===== config.mk =====
export PLATFORM = sky130hd
export DESIGN_NAME = instruction_fetch_flat
export DESIGN_NICKNAME = d
export VERILOG_FILES = /design/src/rtl/instruction_fetch_if.sv /design/src/rtl/instruction_fetch.sv /design/src/flat_wrapper.sv
export SDC_FILE = /design/constraint.sdc
export NUM_CORES = 1
export LEC_CHECK = 0
export CORE_ASPECT_RATIO = 2
export CORE_UTILIZATION = 40
export DETAILED_ROUTE_END_ITERATION = 10
export HOLD_SLACK_MARGIN = 0.08
export PLACE_DENSITY = 0.72
export SLEW_MARGIN = 10
export SYNTH_ARGS = -nofsm -noshare
export SYNTH_HDL_FRONTEND = slang
export SYNTH_SLANG_ARGS = --single-unit

===== constraint.sdc =====
create_clock -name clock -period 1.35 [get_ports clock]
set_clock_uncertainty 0.15 [all_clocks]
set_input_delay 0.27 -clock clock [delete_from_list [all_inputs] [get_ports clock]]
set_output_delay 0.27 -clock clock [all_outputs]
set_load 0.03 [all_outputs]

===== src/rtl/instruction_fetch_if.sv =====
// Instruction memory port of the fetch stage.
// Synchronous read: rdata is valid one cycle after addr.
interface instruction_fetch_if #(
   parameter int ADDR_WIDTH = 8
);
   logic [ADDR_WIDTH-1:0] imem_addr;
   logic [15:0]           imem_rdata;

   modport master (
      output imem_addr,
      input  imem_rdata
   );

   modport slave (
      input  imem_addr,
      output imem_rdata
   );
endinterface


===== src/rtl/instruction_fetch.sv =====
// Fetch stage: owns the PC, reads 16-bit instructions and holds them
// for the decoder until step_enable lets them retire.
module instruction_fetch #(
   parameter int ADDR_WIDTH = 8,
   parameter int RESET_PC   = 0
) (
   input  logic                  clock,
   input  logic                  resetn,
   input  logic                  step_enable,
   input  logic                  program_counter_increment,
   input  logic                  branch_valid,
   input  logic [ADDR_WIDTH-1:0] branch_target,
   instruction_fetch_if.master   imem,
   output logic [15:0]           current_instruction,
   output logic                  instruction_valid,
   output logic                  commit,
   output logic [ADDR_WIDTH-1:0] program_counter,
   output logic [15:0]           retired_count
);

   localparam logic [ADDR_WIDTH-1:0] RST_PC = ADDR_WIDTH'(RESET_PC);

   typedef enum logic [1:0] {
      FETCH = 2'd0,
      WAIT  = 2'd1,
      EXEC  = 2'd2
   } state_t;

   state_t                state_q, state_d;
   logic [ADDR_WIDTH-1:0] pc_q, pc_d;
   logic [ADDR_WIDTH-1:0] pcr_q, pcr_d;
   logic [15:0]           instr_q, instr_d;
   logic [15:0]           retired_q, retired_d;

   always_comb begin
      state_d   = state_q;
      pc_d      = pc_q;
      pcr_d     = pcr_q;
      instr_d   = instr_q;
      retired_d = retired_q;
      unique case (state_q)
         FETCH: state_d = WAIT;
         WAIT: begin
            instr_d = imem.imem_rdata;
            pcr_d   = pc_q;
            state_d = EXEC;
         end
         EXEC: begin
            if (step_enable) begin
               state_d   = FETCH;
               retired_d = retired_q + 16'd1;
               // Branch wins over increment; neither means refetch (spin).
               if (branch_valid)
                  pc_d = branch_target;
               else if (program_counter_increment)
                  pc_d = pc_q + 1'b1;
            end
         end
         default: state_d = FETCH;
      endcase
   end

   always_ff @(posedge clock or negedge resetn) begin
      if (!resetn) begin
         state_q   <= FETCH;
         pc_q      <= RST_PC;
         pcr_q     <= RST_PC;
         instr_q   <= 16'h0000;
         retired_q <= 16'h0000;
      end else begin
         state_q   <= state_d;
         pc_q      <= pc_d;
         pcr_q     <= pcr_d;
         instr_q   <= instr_d;
         retired_q <= retired_d;
      end
   end

   assign imem.imem_addr          = pc_q;
   assign current_instruction     = instr_q;
   assign program_counter         = pcr_q;
   assign retired_count           = retired_q;
   assign instruction_valid       = (state_q == EXEC);
   assign commit                  = (state_q == EXEC) && step_enable;

endmodule


===== src/flat_wrapper.sv =====
// flat-port wrapper written by rule: the top's interface ports become plain ports
module instruction_fetch_flat 
#(
   parameter int ADDR_WIDTH = 8,
   parameter int RESET_PC   = 0
)
  (clock, resetn, step_enable, program_counter_increment, branch_valid, branch_target, current_instruction, instruction_valid, commit, program_counter, retired_count, imem_imem_addr, imem_imem_rdata);
  instruction_fetch_if #(.ADDR_WIDTH(ADDR_WIDTH)) imem_i ();
  input  logic clock;
  input  logic resetn;
  input  logic step_enable;
  input  logic program_counter_increment;
  input  logic branch_valid;
  input  logic [ADDR_WIDTH-1:0] branch_target;
  output logic [15:0] current_instruction;
  output logic instruction_valid;
  output logic commit;
  output logic [ADDR_WIDTH-1:0] program_counter;
  output logic [15:0] retired_count;
  output wire logic [$bits(imem_i.imem_addr)-1:0] imem_imem_addr;
  input wire logic [$bits(imem_i.imem_rdata)-1:0] imem_imem_rdata;
  assign imem_imem_addr = imem_i.imem_addr;
  assign imem_i.imem_rdata = imem_imem_rdata;
  instruction_fetch #(.ADDR_WIDTH(ADDR_WIDTH), .RESET_PC(RESET_PC)) u_core (.clock(clock), .resetn(resetn), .step_enable(step_enable), .program_counter_increment(program_counter_increment), .branch_valid(branch_valid), .branch_target(branch_target), .imem(imem_i), .current_instruction(current_instruction), .instruction_valid(instruction_valid), .commit(commit), .program_counter(program_counter), .retired_count(retired_count));
endmodule

==> results.md <==
* Status: finished, violations left
* Failing checks: negative setup slack
* WS Path Type: reg2out
* Period minus WS final at 1.62 ns
* Critical Path RT at between 0.9 and 1 ns
* Non-Filler Instances at about 380
* Dpl cell area at 3130 sq um
* Total wire length at between 6 and 7 mm
* Post-synth top cells: 50 x dfrtp_1, 25 x mux2_2, 11 x xnor2_1
* Clk Latency, worst-skew pair at 0.31 ns
* Worst slew margin at about 79%
* Top FF cell, synth: dfrtp_1
* Largest net degree at the start of global routing at 51
* Peak supply drop at around 0.0018 V
* Synth-to-Final Area Change at 86.6%
* Max Cap Violations at 0
* Residual DRC at 0
* Fin crit share at 120%
* Total GRT Usage at between 20% and 30%
* Area contributors post-synth: dfrtp_1 58%, mux2_2 13%, xnor2_1 4.5%
* Met2 Usage GRT at 43.1%
* Nets at approximately 360
* Synth area leader: dfrtp_1
* Int Power at around 0.0054 W
* Critical path peak fanout at 2
* ANT nets after route at 0
* Post-synthesis sequential area ratio at approximately 58%
* Max Transition Viols Final at 0
* Core box area at 5140 sq um
* CP Data Arrival Time at about 1.2 ns
* DR pass1 iterations at 4
* Final Hold Viols at 0
* IO buf count at 78
* Fillcell total at around 300
* Vias per Instance at around 5.2
* Clock root cell: clkbuf_8
* Cell with the most instances after synthesis: dfrtp_1
* GPL Wtd Cong at around 0.7
* Share of layout cells above drive strength 1 at between 60% and 70%
* Post-Syn Area at between 2000 and 2500 sq um
* Post-synthesis area per instance at 12.5 sq um
* Core Util, Final at around 78%
* Power Total at 0.00883 W
* DP HPWL at between 3 and 4 mm
* Met3 GRT Util at under 10%
* Sequential power share at 27.8%
* Clock power frac at 10.3%
* PwrDens at approximately 2200 nW/um^2
* GRT busiest layer: met2
* Sw Pwr at about 0.0034 W
* Final setup fails at 67
* Asr flop ratio synth at 100%
* # clock sinks at 50
* Initial antenna violation count at 0
* Drt initial violations at 56
* Design area at around 4000 sq um
* Post-synth EDFFs at 0
* Routed length per instance at roughly 18 microns
* CTS tree: done
* Final WS setup at -0.268 ns
* Flop and latch count out of synthesis at 50
* Synth top area share at between 50% and 60%
* Initial core utilization at a little over two fifths
* Inst Count DP at about 330
* Worst setup SP type: flip-flop
* Logic gate share of total power at about three fifths
* H-tree Lvls at 2
* Unrepaired setup endpoints after global routing: yes
* Worst slew pin tran at between 0.3 and 0.4 ns
* Clock transition at the registers of the reported paths at around 0.090 ns
* Routing usage on met1 at a little under a quarter
* CTS Buf Count at 5
* Lkg Pwr at 1.91 nW
* Netlist cell types at 35
* Hold Crit Class: in2reg
* # rows at 37
* Hold slack at 0.250 ns
* First-pass GRT wire length at between 9 and 10 mm
* Die X at 53.9 microns
* Synth Warn # at 0
* Mapped Cells at between 150 and 200
* Via count at 1,998
* Net Sw Frac at 38.8%
* Vias in the first global route at around 2,000
* FMAX at between 600 and 700 MHz
* IO Count at slightly below 80
* Syn nets at roughly 200
* Ant. Diodes at 0
* Die height at about 110 microns
* Total gr overflow at 0
* Die ar. at 5700 sq um
* Critical path capture point type: output port
* Max Buffers Root-to-Sink at 2
## cell families after synthesis
group / share of synthesized area (%)
buf+inv: 2.21
compound gates: 6.16
xor+xnor: 6.10
flops: 58.1
fa+ha+maj: 1.16
simple gates: 11.5
mux: 14.7
## cell type report
type                    instances  area, sq um  area share (%)
repair buffers                151         1530            38.0
flip-flops and latches         50         1270            31.6
multi-input cells             113         1050            26.0
clock buffers                   7         86.3            2.15
well taps                      58         72.6            1.81
inverters                       3         11.3           0.280
clock inverters                 1         5.00           0.125
## cells in the final DEF, fill, tap and decap left out, drive strengths merged, types with 4 or more instances in the layout
| master | netlist | final |
|---|---|---|
| buf | 6 | 123 |
| dfrtp | 50 | 50 |
| mux2 | 26 | 26 |
| clkdlybuf4s50 | 0 | 25 |
| xnor2 | 11 | 11 |
| o21ai | 10 | 11 |
| nor2 | 10 | 10 |
| nand2 | 10 | 10 |
| clkbuf | 1 | 7 |
| nand4 | 5 | 5 |
| nand3 | 5 | 5 |
| a21oi | 5 | 5 |
| xor2 | 4 | 4 |
## state kept, by name (all words and copies together) (netlist names)
| signal | cells |
|---|---|
| u_core.imem.imem_addr | 8 |
| u_core.state_q | 2 |
| u_core.retired_count | 16 |
| u_core.current_instruction | 16 |
| u_core.program_counter | 8 |
## metrics by stage
step                worst slack, ns  setup TNS, ns
detailed placement           -0.480          -9.57
floorplan                    -0.234          -1.73
CTS                          -0.241          -6.17
finish                       -0.268          -8.35
global placement             -0.453          -9.30
global route                 -0.301         -10.90
## final timing paths
path	slack, ns	to	cells past startpoint	from
max	-0.27	commit	3	u_core.state_q[1]$_DFFE_PN0P_
min	0.25	u_core.state_q[1]$_DFFE_PN0P_	2	step_enable
max reg2reg	-0.24	u_core.retired_count[9]$_DFFE_PN0P_	7	u_core.state_q[0]$_DFFE_PN0P_
min reg2reg	0.34	u_core.retired_count[15]$_DFFE_PN0P_	1	u_core.retired_count[15]$_DFFE_PN0P_
max in group asynchronous	0.47	u_core.retired_count[10]$_DFFE_PN0P_	3	resetn
min in group asynchronous	0.32	u_core.retired_count[5]$_DFFE_PN0P_	3	resetn
## critical path, stage by stage (launching register included)
cell and delay [ns]:
dfrtp_1 0.41, and3b_2 0.23, buf_6 0.12, buf_6 0.13
## power groups by stage
stage                     Sequential [W]  Combinational, W  Clock [W]
after global routing             0.00253           0.00573   0.000977
after CTS                        0.00243           0.00505   0.000927
after floorplan                  0.00357           0.00114          0
final                            0.00246           0.00547   0.000907
after global placement           0.00243           0.00389          0
after detailed placement         0.00244           0.00393          0
## metal layers
layer  vias up  wire [microns]
met5         -               0
met3        21             196
met4         0             264
met2        57            4080
met1      1009            2240
li1        911               -
## repair_timing
item / CTS / global route
endpoints found under the setup margin: 66 / 68
setup buffers: 30 / 11
cloned: 4 / 0
pin swaps: 11 / 23
hold buffers: 1 / 0
endpoints found under the hold margin: 50 / 0
gates resized for setup: 62 / 38
Note: power is estimated with default switching activity, not from simulation.
